--- config.mk ---
export PLATFORM = sky130hd
export DESIGN_NAME = pwm_bank
export DESIGN_NICKNAME = d
export VERILOG_FILES = /design/src/rtl/pwm_bank.sv
export SDC_FILE = /design/constraint.sdc
export NUM_CORES = 1
export LEC_CHECK = 0
export ABC_AREA = 1
export ABC_CLOCK_PERIOD_IN_PS = 5000
export CAP_MARGIN = 10
export CORE_MARGIN = 2
export CORE_UTILIZATION = 60
export CTS_CLUSTER_SIZE = 10
export DETAILED_ROUTE_END_ITERATION = 8
export GPL_TIMING_DRIVEN = 0
export PLACE_DENSITY_LB_ADDON = 0.2
export RECOVER_POWER = 100
export SETUP_SLACK_MARGIN = 0.3
export SYNTH_ARGS = -nofsm -noshare
export SYNTH_HDL_FRONTEND = slang
export SYNTH_SLANG_ARGS = --single-unit
--- constraint.sdc ---
create_clock -name clk -period 5 [get_ports clk]
set_clock_uncertainty 0.05 [all_clocks]
set_input_delay 0.75 -clock clk [delete_from_list [all_inputs] [get_ports clk]]
set_output_delay 0.75 -clock clk [all_outputs]
set_load 0.1 [all_outputs]
--- src/rtl/pwm_bank.sv ---
//------------------------------------------------------------------------------
// Module   : pwm_bank
// Purpose  : Bank of NCH PWM channels behind a simple cs/addr/rd/wr register
//            bus. Each channel has EN, PERIOD and DUTY registers. PERIOD and
//            DUTY are written to pending copies that the engine picks up only
//            at period boundaries (or continuously while idle / period 0), so
//            the outputs never glitch mid-period.
// Ports    : clk    - system clock
//            rst_n  - asynchronous active-low reset
//            cs     - chip select
//            addr   - byte address (channel c base = c*12; +0 EN, +4 PERIOD,
//                     +8 DUTY)
//            rd     - read strobe, d_out loaded one cycle later
//            wr     - write strobe
//            d_in   - write data
//            d_out  - registered read data (holds when not reading)
//            pwm    - registered PWM outputs, one per channel
// Revision : 1.0 - initial release
//------------------------------------------------------------------------------
`default_nettype none

module pwm_bank #(
  parameter int NCH = 8,
  parameter int W   = 16,
  parameter int AW  = 8
) (
  input  logic           clk,
  input  logic           rst_n,
  input  logic           cs,
  input  logic [AW-1:0]  addr,
  input  logic           rd,
  input  logic           wr,
  input  logic [W-1:0]   d_in,
  output logic [W-1:0]   d_out,
  output logic [NCH-1:0] pwm
);

  logic [NCH-1:0] en_q;
  logic [W-1:0]   per_pend  [NCH];
  logic [W-1:0]   duty_pend [NCH];
  logic [W-1:0]   per_act   [NCH];
  logic [W-1:0]   duty_act  [NCH];
  logic [W-1:0]   cnt       [NCH];

  logic           wr_en;
  logic           rd_en;
  logic [NCH-1:0] hit_en;
  logic [NCH-1:0] hit_per;
  logic [NCH-1:0] hit_duty;
  logic [W-1:0]   per_nxt   [NCH];
  logic [W-1:0]   duty_nxt  [NCH];
  logic [W-1:0]   rdata;

  assign wr_en = cs && wr;
  assign rd_en = cs && rd;

  // Address decode: only exact register addresses match, so unaligned and
  // out-of-range addresses fall through with no hit (writes ignored, reads 0).
  always_comb begin
    hit_en   = '0;
    hit_per  = '0;
    hit_duty = '0;
    for (int c = 0; c < NCH; c++) begin
      hit_en[c]   = (addr == AW'(c * 12));
      hit_per[c]  = (addr == AW'(c * 12 + 4));
      hit_duty[c] = (addr == AW'(c * 12 + 8));
    end
  end

  // Next pending values. The engine loads active values from these rather
  // than from the pending registers so a write landing on the same edge as a
  // wrap is captured by that wrap.
  always_comb begin
    for (int c = 0; c < NCH; c++) begin
      per_nxt[c]  = (wr_en && hit_per[c])  ? d_in : per_pend[c];
      duty_nxt[c] = (wr_en && hit_duty[c]) ? d_in : duty_pend[c];
    end
  end

  // Read mux returns pending values; sampled before any same-edge write.
  always_comb begin
    rdata = '0;
    for (int c = 0; c < NCH; c++) begin
      if (hit_en[c])   rdata = {{(W-1){1'b0}}, en_q[c]};
      if (hit_per[c])  rdata = per_pend[c];
      if (hit_duty[c]) rdata = duty_pend[c];
    end
  end

  always_ff @(posedge clk or negedge rst_n) begin
    if (!rst_n) begin
      en_q  <= '0;
      d_out <= '0;
      pwm   <= '0;
      for (int c = 0; c < NCH; c++) begin
        per_pend[c]  <= '0;
        duty_pend[c] <= '0;
        per_act[c]   <= '0;
        duty_act[c]  <= '0;
        cnt[c]       <= '0;
      end
    end else begin
      if (rd_en) begin
        d_out <= rdata;
      end
      for (int c = 0; c < NCH; c++) begin
        if (wr_en && hit_en[c]) begin
          en_q[c] <= d_in[0];
        end
        per_pend[c]  <= per_nxt[c];
        duty_pend[c] <= duty_nxt[c];

        if (!en_q[c] || (per_act[c] == '0)) begin
          // Idle or zero period: output low, counter parked, active values
          // follow pending so the first period after enable uses fresh values.
          cnt[c]      <= '0;
          pwm[c]      <= 1'b0;
          per_act[c]  <= per_nxt[c];
          duty_act[c] <= duty_nxt[c];
        end else begin
          pwm[c] <= (cnt[c] < duty_act[c]);
          if (cnt[c] == per_act[c] - W'(1)) begin
            cnt[c]      <= '0;
            per_act[c]  <= per_nxt[c];
            duty_act[c] <= duty_nxt[c];
          end else begin
            cnt[c] <= cnt[c] + W'(1);
          end
        end
      end
    end
  end

endmodule

`default_nettype wire
==> impl_metrics.yaml <==
run_status:
  status: "finished with violations"
  violations: "capacitance limit, slew limit"
final_layout:
  utilization_pct: 67.24
  fin_nets: 4365
  drive_gt1_share_pct: 3.795
  instances_no_fill: 4974
  stdcell_area_um2: 37840
  area_growth_pct: 10.97
synth:
  async_flop_share_pct: 100.0
  synth_cell_type_count: 52
  syn_area_um2: 34100
  avgSynthCellArea_um2: 8.414
  synth_top_area_share_pct: 49.31
  yosys.area.top_type: "dfrtp_1"
  synth_edf_count: 0
  yosysWarningCount: 0
  syn_nets: 4226
  synth_flop_cell: "dfrtp_1"
  synth_cells: 4053
  ys_ff_latch: 672
  ys_seq_area_share_pct: 49.31
  synth.area.top_cells: "dfrtp_1 49%, nand2_1 10%, o21ai_0 8.0%"
sta:
  finalSetupViolCount: 0
  worst_pin_slew_ps: 2854
  grt_setup_unrepaired: "false"
  setup-tns-final_ps: 0
  hold_ws_ps: 429.6
  min_period_ps: 4241
  timing.final.hold_violations: 0
  clock.fmax_ghz: 0.2358
  drv_slew: 108
  fin_crit_sh_pct: 84.83
  slew_headroom_pct: -90.27
pwr:
  power.density_nw_per_um2: 357.6
  ir_worst_vdd_uv: 275.3
  leakage_nw: 17.22
worst_setup_path:
  path_buf_inv: 4
  path_cells: "dlygate4sd3_1 > inv_1 > nand2_1 > nor2_1 > inv_1 > nor2_1 > inv_1 > or2_2 > nand2_1 > nand4_1 > nor2_1 > nand4_1 > nand2_1 > nand3_1 > nand2_1 > nand4_1 > nor2_1 > nand4_1 > nand2_1 > nand2_1"
  cp_slowest_cell: "nor2_1"
  start_kind: "input port"
  critical-path-top-delay-family: "simple AND/OR/NAND/NOR gates"
  required_ps: 5470
  cp.arrival_ps: 4720
  cpPeakStageDelay_ps: 700
  cp_common_cell: "nand2_1"
  cp_max_fo: 9
  path_class: "input port to flop"
  endpoint_kind: "flop"
placed_design:
  gp_congestion: 0.9753
  dp.cells: 4866
  placed_area_um2: 35710
  dp_hpwl_mm: 69.98
  io_buffers: 52
floorplanning:
  die_h_um: 242.4
  initial_core_util_pct: 60.60
  rows: 87
  dieArea_um2: 58760
  core-area_um2: 56280
  die_w_um: 242.4
  io_pins: 53
route:
  routedWlPerCell_um: 19.33
  vias: 28530
  drc_errors: 0
  drt_pass1_iterations: 8
  wl_mm: 96.17
  vias_per_cell: 5.736
  first_iter_violations: 3014
  antenna_left: 0
global_route:
  grt_overflow_total: 0
  grt_pass1_wl_mm: 152.0
  antenna_found_initial: 4
  grtUsageTotal_pct: 33.04
  grt_pass1_vias: 27160
  grt_start_max_net_pins: 122
cts:
  cts_tree: "yes"
  clock-sinks: 672
  post_cts_resized: 0
  clk_path_buf_depth: 3
  clock_latency_ps: 630
  cts_hold_buf: 0
  cts.htree.levels: 3
  cts-root-buf: "clkbuf_16"
  cts_setup_buffers: 0
  path_clk_slew_ps: 60
  cts_inserted_buffers: 80
hold_path:
  hold_class: "flop to flop"
flow_run:
  drv_cap: 1
cell type report:
type,instances,area (um^2)
diodes,2,5.005
plain buffers,149,576.8
clock buffers,96,2173
clock inverters,10,101.3
fillers,4627,18430
inverters,467,1753
multi-input cells,2765,14820
flip-flops and latches,672,16820
well taps,756,945.9
repair buffers,57,653.1
synth_stat cells (2+ instances only):
cell type,number
buf_4,2
nor3_1,90
a211oi_1,17
o2111ai_1,2
clkbuf_1,104
buf_1,3
dfrtp_1,672
o31a_1,2
nor2_2,2
nand3_1,121
nand3b_1,3
o211a_1,2
a21oi_1,133
nand2_2,2
a2111oi_0,3
and2_1,2
mux2_1,4
a21boi_0,5
a41oi_1,2
inv_1,465
o31ai_4,2
nor2_1,307
o41ai_4,2
nor4_1,10
xnor2_1,69
nor3_2,12
and3_1,3
o211ai_1,14
a31oi_1,5
mux2_2,4
xor2_1,171
o221a_2,11
or2_2,12
a21o_1,7
nand4_1,80
ha_1,144
nor3b_1,12
buf_2,40
a221oi_1,2
o31ai_1,2
o21ai_0,547
nor4_2,4
a211o_1,2
nand2_1,947
worst reg2reg max path, delay by kind of cell (launching register included):
family | cells | cell delay [ps]
flip-flops | 1 | 350
buffers and inverters | 4 | 820
AND/OR/NAND/NOR | 7 | 1070
XOR/XNOR | 1 | 180
AO/OA/AOI/OAI | 2 | 1100
through the flow:
step	setup slack, ps	power, mW
floorplan	2348	7.678
global placement	-26760	8.296
detailed placement	549.4	8.358
CTS	1210	13.60
global route	576.2	14.15
finish	758.5	13.53
final timing paths:
check	start	endpoint	slack (ps)	cells after the start
max	addr[3]	d_out[0]	760	20
min	d_out[11]	d_out[11]	430	2
max reg2reg	per_act[32]	duty_act[47]	1340	14
min reg2reg	d_out[11]	d_out[11]	430	2
max in group asynchronous	rst_n	cnt[29]	1710	3
min in group asynchronous	rst_n	cnt[100]	920	1
cell usage in the layout (no fill, tap or decap), types with 14 or more instances in the layout:
master and count:
a211oi_1 17, clkdlybuf4s50_1 23, inv_1 465, buf_2 14
nand3_1 121, ha_1 144, a21oi_1 133, nand2_1 949
dlygate4sd3_1 28, o211ai_1 14, dfrtp_1 672, xor2_1 171
nor3_1 93, clkbuf_16 81, nand4_1 80, clkbuf_1 139
xnor2_1 69, nor2_1 308, o21ai_0 548
flip-flops by register name (all words and copies together) (netlist names):
name / cells
cnt: 128
d_out: 16
duty_act: 128
duty_pend: 128
en_q: 8
per_act: 128
per_pend: 128
pwm: 8
metal layers:
layer	vias up	part of all wire, %	track usage, %
met3	243	9.1	7.134
met4	4	3.9	12.15
met1	13585	44	48.86
met2	1259	42	47.95
met5	-	0.030	0
li1	13439	-	-
where the power goes:
part / total (mW) / internal (mW) / switching [mW]
Combinational: 2.16 / 0.800 / 1.36
Sequential: 6.12 / 5.82 / 0.301
Clock: 5.25 / 3.04 / 2.22
logic make-up after synthesis:
family	synth area share, %
xor gates and xnor gates	6.164
adders and majority gates	5.283
buffers and inverters	6.949
and+or+nand+nor	19.76
AOI/OAI and AO/OA	12.27
DFF	49.31
muxes	0.2641
No activity file was read; power rests on OpenSTA's default activity.
